**src/rtl/hex_ascii_streamer.sv**
```systemverilog
// hex_ascii_streamer
// Prints a DATA_W-bit word as ASCII hex characters, MSB nibble first. It emits
// one character per out_valid/out_ready handshake, toward a UART TX byte
// interface. Leading zeros are always printed, so every word is DATA_W/4
// characters long.
//
// Optional feature: define HEX_STREAM_CRLF_EN to append CR (0x0D) and LF (0x0A)
// after the last nibble. out_last then moves to the LF character.
//
// The outputs are decoded from the state and the shift register. They depend
// only on registered values, so they stay stable while the consumer stalls.
module hex_ascii_streamer #(
    parameter int unsigned DATA_W = 16,  // multiple of 4, at least 4
    parameter int unsigned UPPER  = 0    // 0: a-f, 1: A-F
) (
    input  logic              clk,
    input  logic              rst,
    input  logic              in_valid,
    output logic              in_ready,
    input  logic [DATA_W-1:0] in_data,
    output logic              out_valid,
    input  logic              out_ready,
    output logic [7:0]        out_data,
    output logic              out_last,
    output logic              busy
);

    localparam int unsigned NIB   = DATA_W / 4;
    localparam int unsigned IDX_W = (NIB > 1) ? $clog2(NIB) : 1;
    localparam logic [IDX_W-1:0] IDX_TOP = IDX_W'(NIB - 1);

`ifdef HEX_STREAM_CRLF_EN
    typedef enum logic [1:0] {
        StIdle,
        StSend,
        StCr,
        StLf
    } state_e;
`else
    typedef enum logic [0:0] {
        StIdle,
        StSend
    } state_e;
`endif

    state_e            r_state;
    state_e            w_state_d;
    logic [DATA_W-1:0] r_shift;     // remaining nibbles, current one at the top
    logic [DATA_W-1:0] w_shift_d;
    logic [IDX_W-1:0]  r_idx;       // index of the nibble being shown, counts down
    logic [IDX_W-1:0]  w_idx_d;
    logic              r_armed;     // low during and straight after reset
    logic [3:0]        w_nib;

    assign w_nib = r_shift[DATA_W-1 -: 4];

    // Map one nibble to its ASCII hex character.
    function automatic logic [7:0] f_hex(input logic [3:0] i_nib);
        logic [7:0] w_ext;
        w_ext = {4'h0, i_nib};
        if (i_nib < 4'd10) begin
            return 8'h30 + w_ext;
        end
        // Subtract 10 from the letter base so nibble 10 lands on 'a' or 'A'.
        return ((UPPER != 0) ? 8'h37 : 8'h57) + w_ext;
    endfunction

    // Update the state register and datapath. Reset abandons any word in flight.
    always_ff @(posedge clk) begin
        if (rst) begin
            r_state <= StIdle;
            r_shift <= '0;
            r_idx   <= '0;
            r_armed <= 1'b0;
        end else begin
            r_state <= w_state_d;
            r_shift <= w_shift_d;
            r_idx   <= w_idx_d;
            r_armed <= 1'b1;
        end
    end

    // Compute the next state and drive the handshake and character outputs.
    always_comb begin
        w_state_d = r_state;
        w_shift_d = r_shift;
        w_idx_d   = r_idx;
        in_ready  = 1'b0;
        out_valid = 1'b0;
        out_data  = 8'h00;
        out_last  = 1'b0;
        busy      = 1'b0;

        unique case (r_state)
            StIdle: begin
                in_ready = r_armed;
                if (in_valid && r_armed) begin
                    w_shift_d = in_data;
                    w_idx_d   = IDX_TOP;
                    w_state_d = StSend;
                end
            end

            StSend: begin
                out_valid = 1'b1;
                busy      = 1'b1;
                out_data  = f_hex(w_nib);
`ifndef HEX_STREAM_CRLF_EN
                out_last  = (r_idx == '0);
`endif
                if (out_ready) begin
                    if (r_idx == '0) begin
`ifdef HEX_STREAM_CRLF_EN
                        w_state_d = StCr;
`else
                        w_state_d = StIdle;
`endif
                    end else begin
                        w_shift_d = r_shift << 4;
                        w_idx_d   = r_idx - IDX_W'(1);
                    end
                end
            end

`ifdef HEX_STREAM_CRLF_EN
            StCr: begin
                out_valid = 1'b1;
                busy      = 1'b1;
                out_data  = 8'h0D;
                if (out_ready) begin
                    w_state_d = StLf;
                end
            end

            StLf: begin
                out_valid = 1'b1;
                busy      = 1'b1;
                out_data  = 8'h0A;
                out_last  = 1'b1;
                if (out_ready) begin
                    w_state_d = StIdle;
                end
            end
`endif

            default: begin
                w_state_d = StIdle;
            end
        endcase
    end

endmodule
```
**config.mk**
```make
export PLATFORM = sky130hd
export DESIGN_NAME = hex_ascii_streamer
export DESIGN_NICKNAME = d
export VERILOG_FILES = /design/src/rtl/hex_ascii_streamer.sv
export SDC_FILE = /design/constraint.sdc
export NUM_CORES = 1
export LEC_CHECK = 0
export CAP_MARGIN = 5
export CORE_MARGIN = 2
export CORE_UTILIZATION = 36
export DETAILED_ROUTE_END_ITERATION = 16
export PLACE_DENSITY = 0.67
export REMOVE_ABC_BUFFERS = 1
export SYNTH_ARGS = -nofsm -noshare
export SYNTH_HDL_FRONTEND = slang
export SYNTH_SLANG_ARGS = --single-unit
```
**constraint.sdc**
```tcl
create_clock -name clk -period 1.3 [get_ports clk]
set_input_delay 0.13 -clock clk [delete_from_list [all_inputs] [get_ports clk]]
set_output_delay 0.13 -clock clk [all_outputs]
set_load 0.01 [all_outputs]
```
==> results of run 1 <==
## placed cells by master (no fill, tap or decap), drive strengths merged
| master | netlist | layout |
|---|---|---|
| a21boi | 1 | 1 |
| nor2 | 3 | 3 |
| clkdlybuf4s50 | 0 | 19 |
| o21ai | 1 | 1 |
| buf | 9 | 36 |
| nand3 | 16 | 16 |
| and2 | 2 | 2 |
| a22oi | 12 | 12 |
| nor3 | 3 | 3 |
| nand2 | 8 | 8 |
| ha | 2 | 2 |
| a211oi | 3 | 3 |
| a21oi | 19 | 19 |
| dlygate4sd2 | 0 | 3 |
| and3b | 2 | 2 |
| o21bai | 1 | 1 |
| dfxtp | 20 | 20 |
| and4b | 1 | 1 |
| conb | 1 | 1 |
| nand3b | 2 | 3 |
| clkbuf | 3 | 7 |
| inv | 5 | 5 |
| xnor2 | 1 | 1 |
| nor2b | 2 | 2 |
## metrics by stage
| stage | cells | setup TNS (ns) | setup WS (ns) | power, uW | hold WS, ns |
|---|---|---|---|---|---|
| detailed placement | 182 | -2.89 | -0.344 | 989 | 0.458 |
| CTS | 201 | -2.19 | -0.197 | 1470 | 0.341 |
| finish | 202 | -2.45 | -0.214 | 1530 | 0.399 |
| floorplan | 105 | -3.48 | -0.262 | 805 | 0.187 |
| global route | 202 | -3.63 | -0.300 | 1600 | 0.394 |
| global placement | 182 | -2.28 | -0.260 | 980 | 0.453 |
## state kept, by name, summed over array words and instances (netlist names)
signal,flops
r_armed,1
r_shift,16
r_state,1
r_idx,2
## area by class of cell
type                       instances  area, sq um
clock buffer                       4         36.3
tap                               31         38.8
multi-input combinational         81          726
fill                             220          872
inverter                           5         21.3
sequential                        20          414
timing repair buffer              61          649
## cell families after synthesis
kind of cell,Yosys count,synth area share (%)
XOR/XNOR,1,0.834
buffers and inverters,17,11.0
other,1,0.357
AO/OA/AOI/OAI,37,26.3
flip-flops,20,38.1
AND/OR/NAND/NOR,39,21.0
adder cells (fa/ha/maj),2,2.38
## worst max-delay path: stages (launching register included)
cell and delay (ns):
sky130_fd_sc_hd__dfxtp_4 0.39, sky130_fd_sc_hd__inv_4 0.04, sky130_fd_sc_hd__ha_4 0.16, sky130_fd_sc_hd__and4b_1 0.18
sky130_fd_sc_hd__a21oi_2 0.11, sky130_fd_sc_hd__nor2b_1 0.05, sky130_fd_sc_hd__buf_2 0.13
## per-layer routing
layer | up-vias | routed length (um) | GRT usage (%)
met4 | 0 | 45 | 6.98
met1 | 524 | 1350 | 24.5
met5 | - | 0 | 0
li1 | 535 | - | -
met3 | 3 | 115 | 3.35
met2 | 34 | 1760 | 34.6
## worst max-delay path by stage
stage | cells past startpoint | from | slack (ns) | to
5_1_grt | 6 | r_shift[13] | -0.30 | out_data[2]
4_1_cts | 6 | r_shift[13] | -0.20 | out_data[2]
2_1_floorplan | 3 | r_state | -0.26 | r_idx[0]
3_5_place_dp | 6 | r_shift[13] | -0.34 | out_data[2]
3_3_place_gp | 6 | r_shift[13] | -0.26 | out_data[1]
6_report | 6 | r_shift[13] | -0.21 | out_data[2]
## where the power goes
group	internal, uW	switching (uW)
logic	273	195
clock network	172	213
registers	647	26.6
total	1090	435
## timing repair
item                                    4_1_cts  5_1_grt
pin swaps                                    31       23
endpoints found under the setup margin       25       26
gates cloned                                  4        1
hold endpoints to repair                      0        0
setup buffers                                12        1
gates resized for setup                      78       28
==> run summary, run 1 <==
For this block, the via count after detailed routing is about 1100. The first global-routing pass estimated around 5000 um of wire. The cts-stage hold buffer count came out at 0. In this run the critical register-to-register path is launched from r_state. The final reports fail on setup timing. In this run the horizontal extent of the chip is roughly 58 um.

The number of antenna violations at the first check in global routing came out at 0. Setup repair after global routing could not meet its margin everywhere. The area overhead of the layout relative to synthesis came out at 79.6%.

The number of synthesized register bits came out at 20. By area the synthesized netlist is led by sky130_fd_sc_hd__dfxtp_1, sky130_fd_sc_hd__nand3_1, sky130_fd_sc_hd__a22oi_2. Synthesis handed over a netlist of between 100 and 150 instances.

The starting density of the core came out at a little under two fifths. Ranked by instance count, the synthesized netlist is headed by sky130_fd_sc_hd__dfxtp_1, sky130_fd_sc_hd__nand3_1, sky130_fd_sc_hd__a21oi_1. In the synthesized netlist the dominant register cell turns out to be sky130_fd_sc_hd__dfxtp_1. During synthesis, Yosys emitted a total of 0 warnings. The total half-perimeter wirelength after legalization and detailed placement came out at 1670 um. Dividing the detail-routed wire length by the instance count gives around 16 um. The die extent in y came out at just under 60 um.

Cells fill 68.4% of the core in the end. The cell taking the most area after synthesis is sky130_fd_sc_hd__dfxtp_1. The total power divided by cell area came out at 810 nW/um^2.

The worst hold path passes through 3 cells. The number of distinct standard cells referenced by the synthesized netlist is 28. The count of buffers from port buffering is 30. For this design the static power due to leakage is 0.000777 uW.

The global placement routability congestion is 0.898. The post-synthesis instance area came out at 1050 sq um. At the worst endpoint, the required time is 1.17 ns. The run finished, with violations left. The post-detailed-route DRC marker count came out at 0. The count of maximum capacitance violations is 0.

The synthesized design devotes to its leading area cell type a little under two fifths of total area. The post-route cell area is 1890 sq um. The global route total overflow came out at 0.

For hold timing, the worst endpoint is r_shift[0]. The largest net degree at the start of global routing came out at 21. The number of H-tree levels is 1. TritonCTS built the clock tree. The floorplan has 19 rows. The worst hold path belongs to the class in2reg.

Once detail routing completed, the nets flagged for antenna violations numbered 0. Once routing completed, OpenROAD measured the worst setup slack at -0.214 ns. Across all register-to-register paths, the minimum setup slack is -0.15 ns. The total inserted antenna cells came out at 0. The number of buffers created by CTS is 3. The largest vdd supply drop is roughly 0.00058 V. The die covers about 3400 sq um. Based on the critical path, the design can be clocked at up to 0.660 GHz. 32 I/O pins were placed. STA classifies the critical path startpoint as a register. Before antenna repair, the detailed router went through 4 iterations. The final net count came out at 194.

STA classifies the critical path endpoint as an output port. The global-route total usage across every layer is between 10% and 20%. sky130_fd_sc_hd__dfxtp_1 is the most common cell in the netlist. In this run the most critical hold path is launched from in_data[0]. Setup violations remaining at the end of the flow were counted as 25. The longest clock path from root to sink contains 2 buffers. Of the available clock period, the critical path in the final layout requires 116%. The per-cell via count in the routed design is approximately 5.4. The number of DRC violations after detailed-routing iteration 0 came out at 49.

After synthesis, the share of flip-flops with an asynchronous set or reset is 0%. Clock latency on the worst-skew pair, taken at its later pin, is approximately 0.32 ns. The share of synthesized area occupied by flip-flops and latches is 38.1%.

The cell count of the worst reg-to-reg path came out at 7. The number of flops mapped to enable cells by yosys is 0. The clock net in this run drives a total of 20 sinks.

The via count of the first global-routing pass was 1054. The number of slew-limit violations in the final report is 0. The layout cell share with drive strength beyond 1 is 57.3%. The setup skew after layout is 0.00476 ns. The peak fanout along the critical path came out at 3. The area of the core came out at 2760 sq um.

The worst register-to-register path ends at r_shift[15]. Data arrives at the worst endpoint at around 1.4 ns. The class of the most critical setup path is reg2out.

The final wirelength is 3270 um. Summing all placed instances gives a cell area of around 1500 sq um. The number of hold violations in the final report was 0. Clock tree synthesis selected as its root buffer the cell sky130_fd_sc_hd__clkbuf_4. The clock slew at the register clock pins of the worst setup and hold paths came out at 0.12 ns.

The mean cell area of the mapped netlist came out at 8.97 sq um. The minimum period implied by the final worst setup slack came out at approximately 1.5 ns.
Note: power is estimated with default switching activity, not from simulation.
==> run 2: changes to the inputs <==
--- a/config.mk
+++ b/config.mk
@@ -6,10 +6,13 @@
 export NUM_CORES = 1
 export LEC_CHECK = 0
 export CAP_MARGIN = 5
+export CELL_PAD_IN_SITES_DETAIL_PLACEMENT = 1
+export CELL_PAD_IN_SITES_GLOBAL_PLACEMENT = 1
 export CORE_MARGIN = 2
-export CORE_UTILIZATION = 36
+export CORE_UTILIZATION = 30
 export DETAILED_ROUTE_END_ITERATION = 16
-export PLACE_DENSITY = 0.67
+export GPL_ROUTABILITY_DRIVEN = 0
+export PLACE_DENSITY_LB_ADDON = 0.1
 export REMOVE_ABC_BUFFERS = 1
 export SYNTH_ARGS = -nofsm -noshare
 export SYNTH_HDL_FRONTEND = slang
==> run summary, run 2 (same netlist as run 1, synthesis figures left out) <==
The clock insertion delay at the later pin of the skew report is 0.31 ns (about the same). The length of the first detailed-routing pass in iterations came out at 2 (-2). The total power divided by cell area is 911 nW/um^2 (+13%). The leakage power summed over all cells came to 0.000674 uW (-13%). The worst hold path cell count came out at 3 (unchanged). The critical path is of the reg2out type. The total half-perimeter wirelength after legalization and detailed placement came out at 1900 um (+13%). The largest vdd supply drop is 0.000551 V (-5.5%).

The global-route total usage across every layer is 16.4% (-3.4 points). The peak fanout along the critical path is 3 (unchanged). The final net count came out at 186 (-4.1%). The post-layout utilization of the core is 52.6% (-16 points). Leaving out fill and tap cells, the most frequent cell in the layout is sky130_fd_sc_hd__clkdlybuf4s50_1. The least setup slack across all paths after layout came to -0.238 ns (-0.0238 ns).

The worst-case register-to-register setup slack is 0.02 ns (+0.17 ns). The final-report setup violation count is 5 (-80%). The final wirelength came to 3320 um (+1.5%).

The final critical-path share of the clock period is 118% (+1.8 points). The number of hold violations in the final report is 0 (unchanged). The number of buffers created by CTS is 3 (unchanged). The critical path required time is 1.17 ns (about the same). The register area came out at 414 sq um (unchanged).

The worst hold slack came out at 0.344 ns (-0.0549 ns). The number of H-tree levels was 1 (unchanged). The clock slew at the register clock pins of the worst setup and hold paths is 0.13 ns (about the same). The area after detailed placement is 1470 sq um (+0.43%). The number of flip-flops under the largest register name is 16 (unchanged). The setup skew after layout was 0.0135 ns (+0.00873 ns). The die extent in y was 63.2 um (+8.9%).

In the final layout, the registers with the most flip-flops are r_shift: 16 flops, r_idx: 2 flops. The pre-CTS setup slack is -0.301 ns (+0.0427 ns). The sink count of the clock tree was 20 (unchanged).

The global route total overflow came to 0 (unchanged). The largest net degree at the start of global routing came to 21 (unchanged). The flow ran to the end, but the final reports show violations. The horizontal die dimension came out at 63.2 um (+8.9%). TritonCTS built the clock tree. The maximum clock insertion buffer count is 2 (unchanged).

The cell count of the worst reg-to-reg path came out at 6 (-1). The cts-stage hold buffer count was 0 (unchanged). The post-detailed-route DRC marker count is 0 (unchanged). The number of slew-limit violations in the final report came to 0 (unchanged).

The worst register-to-register path begins at r_idx[1]. The startpoint identified for the worst hold timing path is in_data[1]. The register ranked first by flip-flop count is r_shift. The via count of the first global-routing pass came out at 1069 (+1.4%). The clock root buffer master is sky130_fd_sc_hd__clkbuf_4.

The count of buffers from port buffering was 30 (unchanged). The global-route wire length before repair came to 5170 um (+2.9%). The routed wirelength normalized by instance count came out at 15.9 um (-1.9%).

In the layout the commonest cells are sky130_fd_sc_hd__clkdlybuf4s50_1, sky130_fd_sc_hd__buf_4, sky130_fd_sc_hd__dfxtp_1. The count of maximum capacitance violations is 0 (unchanged). The total inserted antenna cells is 0 (unchanged). The minimum period implied by the final worst setup slack is 1.54 ns (+0.0238 ns).

The number of antenna violations at the first check in global routing came to 0 (unchanged). The starting density of the core was 31.5% (-6.6 points). The kind of launch point of the worst setup path is a register. The total number of vias came to 1030 (-6.0%). In this run the worst setup path begins at r_shift[13]. The number of DRC violations after detailed-routing iteration 0 is 17 (-65%). Relative to the synthesized area, the layout overhead comes to 67.3%. The worst setup path is captured at an output port.

The data arrival at the endpoint of the critical path is 1.41 ns (+0.03 ns). The final reports fail on setup timing. The area of the die is 3990 sq um (+19%). The cell row count came out at 21 (+2).

The post-route cell area is 1760 sq um (-6.8%). The post-detailed-route count of antenna-violating nets was 0 (unchanged). The per-cell via count in the routed design came out at 4.93 (-9.2%). The layout cell share with drive strength beyond 1 is 52.1% (-5.2 points). The multi-input logic area is 673 sq um (-7.2%). The count of fill cells added during filler insertion is 395 (+80%).

The number of ports placed on the die boundary is 32 (unchanged). Setup repair after global routing could not meet its margin everywhere. The fmax was 0.650 GHz (-1.5%). The area of the core is 3340 sq um (+21%).

In this run the worst hold path is classified as in2reg.
## run 2: metal layers
metal	global-route usage, %	part of all wire (%)	routed length (um)
met5	0	0	0
met4	5.83	1.7	56
met3	2.50	4.2	138
met2	30.7	54	1790
met1	18.6	40	1340
## run 2: stage by stage
stage,std cells,power (uW),TNS [ns]
after global placement,197,981,-1.55
after CTS,208,1570,-0.636
after detailed placement,197,993,-2.15
after floorplan,105,805,-3.48
final,209,1600,-0.705
after global routing,209,1670,-1.28
## run 2: what timing repair did
item                       in CTS  in global routing
resized for setup              64                 26
setup endpoints to repair      25                 20
gates cloned                    1                  1
pin swaps                      10                 22
buffers inserted                6                  1
## run 2: power breakdown
group | internal (uW) | switching, uW
combinational | 229 | 170
sequential | 648 | 29.6
clock | 312 | 213
## run 2: worst max-delay path, stage by stage, from the launching register on
cell                      delay, ns
sky130_fd_sc_hd__dfxtp_4       0.38
sky130_fd_sc_hd__buf_4         0.13
sky130_fd_sc_hd__o21ai_2       0.13
sky130_fd_sc_hd__xnor2_1       0.15
sky130_fd_sc_hd__and2_1        0.16
sky130_fd_sc_hd__buf_2         0.13
## run 2: path summary, 6_finish.rpt
| path | end |
|---|---|
| worst min register to register | r_shift[2] |
| worst max register to register | r_idx[0] |
| worst min-delay path | r_shift[1] |
| worst max-delay path | out_data[0] |
## run 2: area by class of cell
| class | count | area share, % |
|---|---|---|
| repair buffers | 54 | 30.6 |
| multi-input cells | 80 | 38.3 |
| flip-flops and latches | 20 | 23.6 |
| well taps | 46 | 3.28 |
| clock buffers | 3 | 1.28 |
| inverters | 5 | 1.21 |
| clock inverters | 1 | 1.71 |
